<file path="src/rtl/bus_mem_port_if.sv">
// rtl/bus_mem_port_if.sv - datapath bus and memory handshake signals of bus_mem_port
// mem_rd/mem_wr are the datapath start commands; mem_we is the registered write flag to memory.
interface bus_mem_port_if #(
   parameter int DATA_W = 16
);
   logic [DATA_W-1:0] bus_in;
   logic              ld_mar;
   logic              ld_mdr;
   logic              mem_rd;
   logic              mem_wr;
   logic [DATA_W-1:0] mar_out;
   logic [DATA_W-1:0] mdr_out;
   logic [DATA_W-1:0] mem_addr;
   logic [DATA_W-1:0] mem_wdata;
   logic              mem_req;
   logic              mem_we;
   logic [DATA_W-1:0] mem_rdata;
   logic              mem_ack;
   logic              busy;
   logic              done;
   logic              err;

   modport slave (
      input  bus_in, ld_mar, ld_mdr, mem_rd, mem_wr, mem_rdata, mem_ack,
      output mar_out, mdr_out, mem_addr, mem_wdata, mem_req, mem_we, busy, done, err
   );

   modport master (
      output bus_in, ld_mar, ld_mdr, mem_rd, mem_wr, mem_rdata, mem_ack,
      input  mar_out, mdr_out, mem_addr, mem_wdata, mem_req, mem_we, busy, done, err
   );
endinterface

</file>
<file path="src/rtl/bus_mem_port.sv">
// rtl/bus_mem_port.sv - MAR/MDR capture from the datapath bus and req/ack memory transactions
// Optional BUS_MEM_TIMEOUT_EN: abort a transaction after TIMEOUT request cycles without ack.
module bus_mem_port #(
   parameter int DATA_W  = 16,
   parameter int TIMEOUT = 15
) (
   input logic           clk,
   input logic           rst,
   bus_mem_port_if.slave bus
);
   localparam logic [1:0] S_IDLE = 2'd0;
   localparam logic [1:0] S_RD   = 2'd1;
   localparam logic [1:0] S_WR   = 2'd2;

   if (TIMEOUT < 2 || TIMEOUT > 255) begin : g_bad_timeout
      $error("bus_mem_port: TIMEOUT must be in 2..255");
   end

   logic [1:0]        state;
   logic [DATA_W-1:0] mar;
   logic [DATA_W-1:0] mdr;
   logic              req;
   logic              we;
   logic              done_q;
   logic              err_q;

`ifdef BUS_MEM_TIMEOUT_EN
   localparam logic [DATA_W-1:0] RD_ABORT = DATA_W'(64'hCCCC_CCCC_CCCC_CCCC);
   logic [7:0] timer;
`endif

   always_ff @(posedge clk or posedge rst) begin
      if (rst) begin
         state  <= S_IDLE;
         mar    <= '0;
         mdr    <= '0;
         req    <= 1'b0;
         we     <= 1'b0;
         done_q <= 1'b0;
         err_q  <= 1'b0;
`ifdef BUS_MEM_TIMEOUT_EN
         timer  <= 8'd0;
`endif
      end else begin
         done_q <= 1'b0;
         err_q  <= 1'b0;
         case (state)
            S_IDLE: begin
               // Loads land on the same edge as a request, so the transaction sees the new MAR/MDR
               if (bus.ld_mar) mar <= bus.bus_in;
               if (bus.ld_mdr) mdr <= bus.bus_in;
               if (bus.mem_rd && bus.mem_wr) begin
                  err_q <= 1'b1;
               end else if (bus.mem_rd || bus.mem_wr) begin
                  state <= bus.mem_rd ? S_RD : S_WR;
                  req   <= 1'b1;
                  we    <= bus.mem_wr;
`ifdef BUS_MEM_TIMEOUT_EN
                  timer <= 8'd0;
`endif
               end
            end
            S_RD, S_WR: begin
               // Ack is checked first so an ack on the last allowed cycle still completes
               if (bus.mem_ack) begin
                  if (state == S_RD) mdr <= bus.mem_rdata;
                  state  <= S_IDLE;
                  req    <= 1'b0;
                  we     <= 1'b0;
                  done_q <= 1'b1;
`ifdef BUS_MEM_TIMEOUT_EN
               end else if (timer == 8'(TIMEOUT - 1)) begin
                  if (state == S_RD) mdr <= RD_ABORT;
                  state <= S_IDLE;
                  req   <= 1'b0;
                  we    <= 1'b0;
                  err_q <= 1'b1;
               end else begin
                  timer <= timer + 8'd1;
`endif
               end
            end
            default: begin
               state <= S_IDLE;
               req   <= 1'b0;
               we    <= 1'b0;
            end
         endcase
      end
   end

   assign bus.mar_out   = mar;
   assign bus.mdr_out   = mdr;
   assign bus.mem_addr  = mar;
   assign bus.mem_wdata = mdr;
   assign bus.mem_req   = req;
   assign bus.mem_we    = we;
   assign bus.busy      = (state != S_IDLE);
   assign bus.done      = done_q;
   assign bus.err       = err_q;
endmodule

</file>
<file path="src/flat_wrapper.sv">
// flat-port wrapper written by rule: the top's interface ports become plain ports
module bus_mem_port_flat 
#(
   parameter int DATA_W  = 16,
   parameter int TIMEOUT = 15
)
  (clk, rst, bus_bus_in, bus_ld_mar, bus_ld_mdr, bus_mem_rd, bus_mem_wr, bus_mem_rdata, bus_mem_ack, bus_mar_out, bus_mdr_out, bus_mem_addr, bus_mem_wdata, bus_mem_req, bus_mem_we, bus_busy, bus_done, bus_err);
  bus_mem_port_if #(.DATA_W(DATA_W)) bus_i ();
  input logic clk;
  input logic rst;
  input wire logic [$bits(bus_i.bus_in)-1:0] bus_bus_in;
  input wire logic [$bits(bus_i.ld_mar)-1:0] bus_ld_mar;
  input wire logic [$bits(bus_i.ld_mdr)-1:0] bus_ld_mdr;
  input wire logic [$bits(bus_i.mem_rd)-1:0] bus_mem_rd;
  input wire logic [$bits(bus_i.mem_wr)-1:0] bus_mem_wr;
  input wire logic [$bits(bus_i.mem_rdata)-1:0] bus_mem_rdata;
  input wire logic [$bits(bus_i.mem_ack)-1:0] bus_mem_ack;
  output wire logic [$bits(bus_i.mar_out)-1:0] bus_mar_out;
  output wire logic [$bits(bus_i.mdr_out)-1:0] bus_mdr_out;
  output wire logic [$bits(bus_i.mem_addr)-1:0] bus_mem_addr;
  output wire logic [$bits(bus_i.mem_wdata)-1:0] bus_mem_wdata;
  output wire logic [$bits(bus_i.mem_req)-1:0] bus_mem_req;
  output wire logic [$bits(bus_i.mem_we)-1:0] bus_mem_we;
  output wire logic [$bits(bus_i.busy)-1:0] bus_busy;
  output wire logic [$bits(bus_i.done)-1:0] bus_done;
  output wire logic [$bits(bus_i.err)-1:0] bus_err;
  assign bus_i.bus_in = bus_bus_in;
  assign bus_i.ld_mar = bus_ld_mar;
  assign bus_i.ld_mdr = bus_ld_mdr;
  assign bus_i.mem_rd = bus_mem_rd;
  assign bus_i.mem_wr = bus_mem_wr;
  assign bus_i.mem_rdata = bus_mem_rdata;
  assign bus_i.mem_ack = bus_mem_ack;
  assign bus_mar_out = bus_i.mar_out;
  assign bus_mdr_out = bus_i.mdr_out;
  assign bus_mem_addr = bus_i.mem_addr;
  assign bus_mem_wdata = bus_i.mem_wdata;
  assign bus_mem_req = bus_i.mem_req;
  assign bus_mem_we = bus_i.mem_we;
  assign bus_busy = bus_i.busy;
  assign bus_done = bus_i.done;
  assign bus_err = bus_i.err;
  bus_mem_port #(.DATA_W(DATA_W), .TIMEOUT(TIMEOUT)) u_core (.clk(clk), .rst(rst), .bus(bus_i));
endmodule
</file>
<file path="config.mk">
export PLATFORM = sky130hd
export DESIGN_NAME = bus_mem_port_flat
export DESIGN_NICKNAME = d
export VERILOG_FILES = /design/src/rtl/bus_mem_port_if.sv /design/src/rtl/bus_mem_port.sv /design/src/flat_wrapper.sv
export SDC_FILE = /design/constraint.sdc
export NUM_CORES = 1
export LEC_CHECK = 0
export ABC_AREA = 0
export CAP_MARGIN = 20
export CORE_UTILIZATION = 30
export CTS_CLUSTER_SIZE = 30
export DETAILED_ROUTE_END_ITERATION = 12
export SYNTH_ARGS = -nofsm -noshare
export SYNTH_HDL_FRONTEND = slang
export SYNTH_SLANG_ARGS = --single-unit
</file>
<file path="constraint.sdc">
create_clock -name clk -period 4.2 [get_ports clk]
set_input_delay 0.84 -clock clk [delete_from_list [all_inputs] [get_ports clk]]
set_output_delay 0.84 -clock clk [all_outputs]
set_load 0.1 [all_outputs]
</file>
# == Yosys cells after proc, flatten, opt, wreduce, memory -nomap -nowiden ==
# Cells that the tools add are included.
# totals
reg_bits,38
in_bits,39
out_inout_bits,69
word_cells,43
# op_classes
eq_ne,7
mux,20
reduce_logical,9
# op_table
op,n
$mux W16,3
$pmux W16 S2,1
$mux W1,9
$mux W2,4
$ne A2 B2 Y1 const B,3
$ne A2 B1 Y1 const B,2
$pmux W1 S2,2
$pmux W2 S2,1
$reduce_and A4 Y1,1
$reduce_bool A2 Y1,2
$reduce_and A3 Y1,1
$eq A2 B1 Y1 const B,1
$eq A2 B2 Y1 const B,1
$logic_not A2 Y1,1
$reduce_and A2 Y1,1
$reduce_or A2 Y1,1
$logic_and A1 B1 Y1,1
$logic_or A1 B1 Y1,1

# == Longest topological paths before layout ==
# depth
ltp_word,4
ltp_mapped,6

# == Least setup slack after synthesis ==
# No wires, ideal clock.
# synth_timing
kind,register to output
startpoint,reg u_core.mdr[0] (netlist: u_core.bus.mdr_out[0])
endpoint,out bus_mem_wdata[0]
t_arrival_ps,1340
required_time_ps,3360
slack_ps,2020
path_stages_with_launch,2
n_path_buf,1
path_cell_list,dfrtp_1 > buf_4
# synth_lines
element,line_no,rtl
from (decl),bus_mem_port.sv:21,logic [DATA_W-1:0] mdr;
from (signal assigned),bus_mem_port.sv:51,if (bus.ld_mdr) mdr <= bus.bus_in;
from (signal assigned),bus_mem_port.sv:66,if (state == S_RD) mdr <= bus.mem_rdata;
to (decl),flat_wrapper.sv:21,output wire logic [$bits(bus_i.mem_wdata)-1:0] bus_mem_wdata;
# No word-level cell between the ends.

# == Worst setup path after layout ==
# layout_timing
startpoint,reg u_core.state[0]
endpoint,out bus_busy
# layout_via
elab_chain_len,1
# layout_rtl
element,line_no,rtl
from (decl),bus_mem_port.sv:19,logic [1:0] state;
from (signal assigned),bus_mem_port.sv:55,state <= bus.mem_rd ? S_RD : S_WR;
$reduce_bool A2 Y1,bus_mem_port.sv:98,assign bus.busy = (state != S_IDLE);
to (decl),flat_wrapper.sv:24,output wire logic [$bits(bus_i.busy)-1:0] bus_busy;
# Every way passes these cells.

==> flow_summary.json <==
{
  "clock_skew_ns": 0.00553,
  "cts.sink_count": 38,
  "cp_data_arrival_time_ns": 2.20,
  "hold_path_end": "u_core.bus.mar_out[0]",
  "post_synth_instance_area_um2": 2010,
  "critical_path_buf_inv_count": 3,
  "hold_path_class": "flop to flop",
  "post_synth_main_area_contributors": "sky130_fd_sc_hd__dfrtp_1 47%, sky130_fd_sc_hd__mux2_2 21%, sky130_fd_sc_hd__buf_4 12%",
  "setup.reg_to_reg.worst_slack_ns": 1.66,
  "grt_pass1_wl_mm": 7.06,
  "maximum_number_of_pins_on_one_net_before_global_route_repair": 39,
  "globalRouteTotalUtil_pct": 12.9,
  "synth_largest_type_area_fraction_pct": 47.2,
  "cts_tree": "built",
  "cpMostUsedCell": "sky130_fd_sc_hd__inv_1",
  "syn_nets": 195,
  "ff2ff_path_depth": 6,
  "post_cts_gate_resize_count": 0,
  "critical_path.startpoint_type": "flop",
  "crit_path_max_delay_family": "buffers and inverters",
  "dp_cells": 303,
  "postSynthAreaPerCell_um2": 13.2,
  "core_box_area_um2": 6420,
  "postSynthCellCount": 153,
  "synthesis.yosys.warnings": 0,
  "crit_path_max_incr_delay_ns": 1.12,
  "setup.worst_path.start": "u_core.state[0]",
  "final.fill_count": 600,
  "dr.first_iter.drc_count": 39,
  "layout_worst_path_cycle_share_pct": 72.3,
  "overflow": 0,
  "effective_utilization_at_floorplan_pct": 31.3,
  "ys_types": 23,
  "floorplan.rows": 29,
  "clock_latency_ns": 0.28,
  "max-cap-violations": 0,
  "status": "finished, violations left",
  "crit_fanout": 5,
  "synth.yosys.seq_area_share_pct": 47.2,
  "drt_drc_violations_left": 18,
  "fin_crit_ns": 3.04,
  "timing.final.setup_violations": 0,
  "rsz0062_at_grt": "no",
  "post_drt_wl_per_cell_um": 13.9,
  "postCtsSetupRepairBufs": 0,
  "drive_above_1_share_pct": 24.8,
  "buffer_ports.inserted": 107,
  "clk_root_buffer_cell": "sky130_fd_sc_hd__clkbuf_8",
  "vias_in_the_first_global_route": 1385,
  "fp.dieH_um": 83.9,
  "placed_cell_area_um2": 2910,
  "critPathKind": "flop to primary output",
  "worstSetupEndpointType": "primary output",
  "timing.max_slew.rel_slack_pct": 33.9,
  "postRouteWirelength_mm": 4.33,
  "area_growth_pct": 49.3,
  "ant_nets": 0,
  "weighted_congestion_at_the_end_of_routability_driven_global_placement": 0.720,
  "io_pins": 108,
  "cts.clk_slew.worst_paths_ns": 0.08,
  "timing_hold_violations_final": 0,
  "fp.dieArea_um2": 7040,
  "hold_path_depth": 1,
  "critPathRequiredTime_ns": 3.36,
  "instances_no_fill": 311,
  "failed_checks": "design-rule violations",
  "finish.instance_area_um2": 3010,
  "r2r_end": "u_core.bus.mdr_out[6]",
  "path_cells": "inv_1 -> ha_1 -> inv_1 -> clkdlybuf4s50_1",
  "clock_tree.htree_level_count": 2,
  "fin_nets": 275,
  "timing.fmax_mhz": 329,
  "ctsHoldBuffers": 0,
  "antenna_found_initial": 0,
  "mostFrequentLayoutCell": "sky130_fd_sc_hd__clkdlybuf4s50_1",
  "cp_slowest_cell": "sky130_fd_sc_hd__clkdlybuf4s50_1",
  "regToRegStartpoint": "u_core.state[1]",
  "worst-slew-pin-transition_ns": 0.988,
  "dp_hpwl_mm": 3.00,
  "min_from": "u_core.bus.mar_out[0]",
  "dr_total_vias": 1387,
  "postSynthRegisterBits": 38,
  "dieWidth_um": 83.9,
  "antenna_cells": 0,
  "timing.setup.tns_ns": 0,
  "maxSlewViolCount": 0,
  "max-clock-path-buffers": 2,
  "most-common-layout-cells": "107 x sky130_fd_sc_hd__clkdlybuf4s50_1, 38 x sky130_fd_sc_hd__mux2_2, 38 x sky130_fd_sc_hd__dfrtp_1, 10 x sky130_fd_sc_hd__mux2_4, 7 x sky130_fd_sc_hd__inv_1",
  "detail_route.vias_per_cell": 4.46,
  "drtPass1Iterations": 8,
  "netlist.top_cell.by_area": "sky130_fd_sc_hd__dfrtp_1",
  "total_clock_buffers_created_by_cts": 5
}
-- synthesized netlist by cell type (all sizes together) --
| cell type | count |
|---|---|
| mux2 | 48 |
| nand2 | 4 |
| a22oi | 1 |
| o22ai | 1 |
| nand2b | 2 |
| xor2 | 1 |
| ha | 3 |
| nand4 | 2 |
| nor2b | 1 |
| nor2 | 1 |
| dfrtp | 38 |
| and3 | 1 |
| a221oi | 1 |
| o21a | 1 |
| buf | 36 |
| a21oi | 2 |
| o21ai | 2 |
| and2 | 1 |
| inv | 7 |
-- area by class of cell --
cell class	count	area [um2]	share of cell area [%]
Clock buffer	7	86.3	2.87
Clock inverter	1	5.00	0.167
Inverter	7	26.3	0.874
Multi-Input combinational cell	72	754	25.1
Sequential cell	38	951	31.6
Tap cell	77	96.3	3.21
Timing Repair Buffer	109	1090	36.1
-- per-layer routing --
metal	up-vias	wire length, um	GRT usage (%)
met5	-	0	0
li1	649	-	-
met1	655	2040	17.5
met3	5	446	4.95
met2	78	1790	18.8
met4	0	55	4.23
-- metrics by stage --
step	hold WS (ns)	worst slack (ns)	util [%]
floorplan	0.536	2.02	-
global placement	0.515	1.49	45.4
detailed placement	0.523	1.47	45.4
CTS	0.541	1.14	46.8
global route	0.567	1.06	46.8
finish	0.535	1.16	46.8
-- worst reg2reg max path, stage by stage, from the launching register on --
cell,delay (ns)
sky130_fd_sc_hd__dfrtp_1,0.35
sky130_fd_sc_hd__inv_1,0.08
sky130_fd_sc_hd__ha_1,0.90
sky130_fd_sc_hd__nor2_1,0.16
sky130_fd_sc_hd__a221oi_4,0.21
sky130_fd_sc_hd__buf_4,0.35
sky130_fd_sc_hd__mux2_2,0.37
-- cell families after synthesis --
family          synth area share [%]
compound gates                  3.36
xor+xnor                       0.435
fa+ha+maj                       1.86
buf+inv                         15.3
flops                           47.2
mux                             28.7
simple gates                    3.11
-- registers in the layout (all words and copies together) (netlist names) --
signal	count
u_core.bus.done	1
u_core.bus.err	1
u_core.bus.mar_out	16
u_core.bus.mdr_out	16
u_core.bus.mem_req	1
u_core.bus.mem_we	1
u_core.state	2
-- worst max path at each step --
| stage | slack (ns) | to | cells past startpoint |
|---|---|---|---|
| floorplan | 2.02 | bus_mem_wdata[0] | 1 |
| global placement | 1.49 | bus_busy | 4 |
| detailed placement | 1.47 | bus_busy | 4 |
| CTS | 1.14 | bus_busy | 4 |
| global route | 1.06 | bus_busy | 4 |
| finish | 1.16 | bus_busy | 4 |
Power is left out: the tool's default activity adds up to more than one toggle a clock period on the data nets, which glitch-free logic cannot reach.
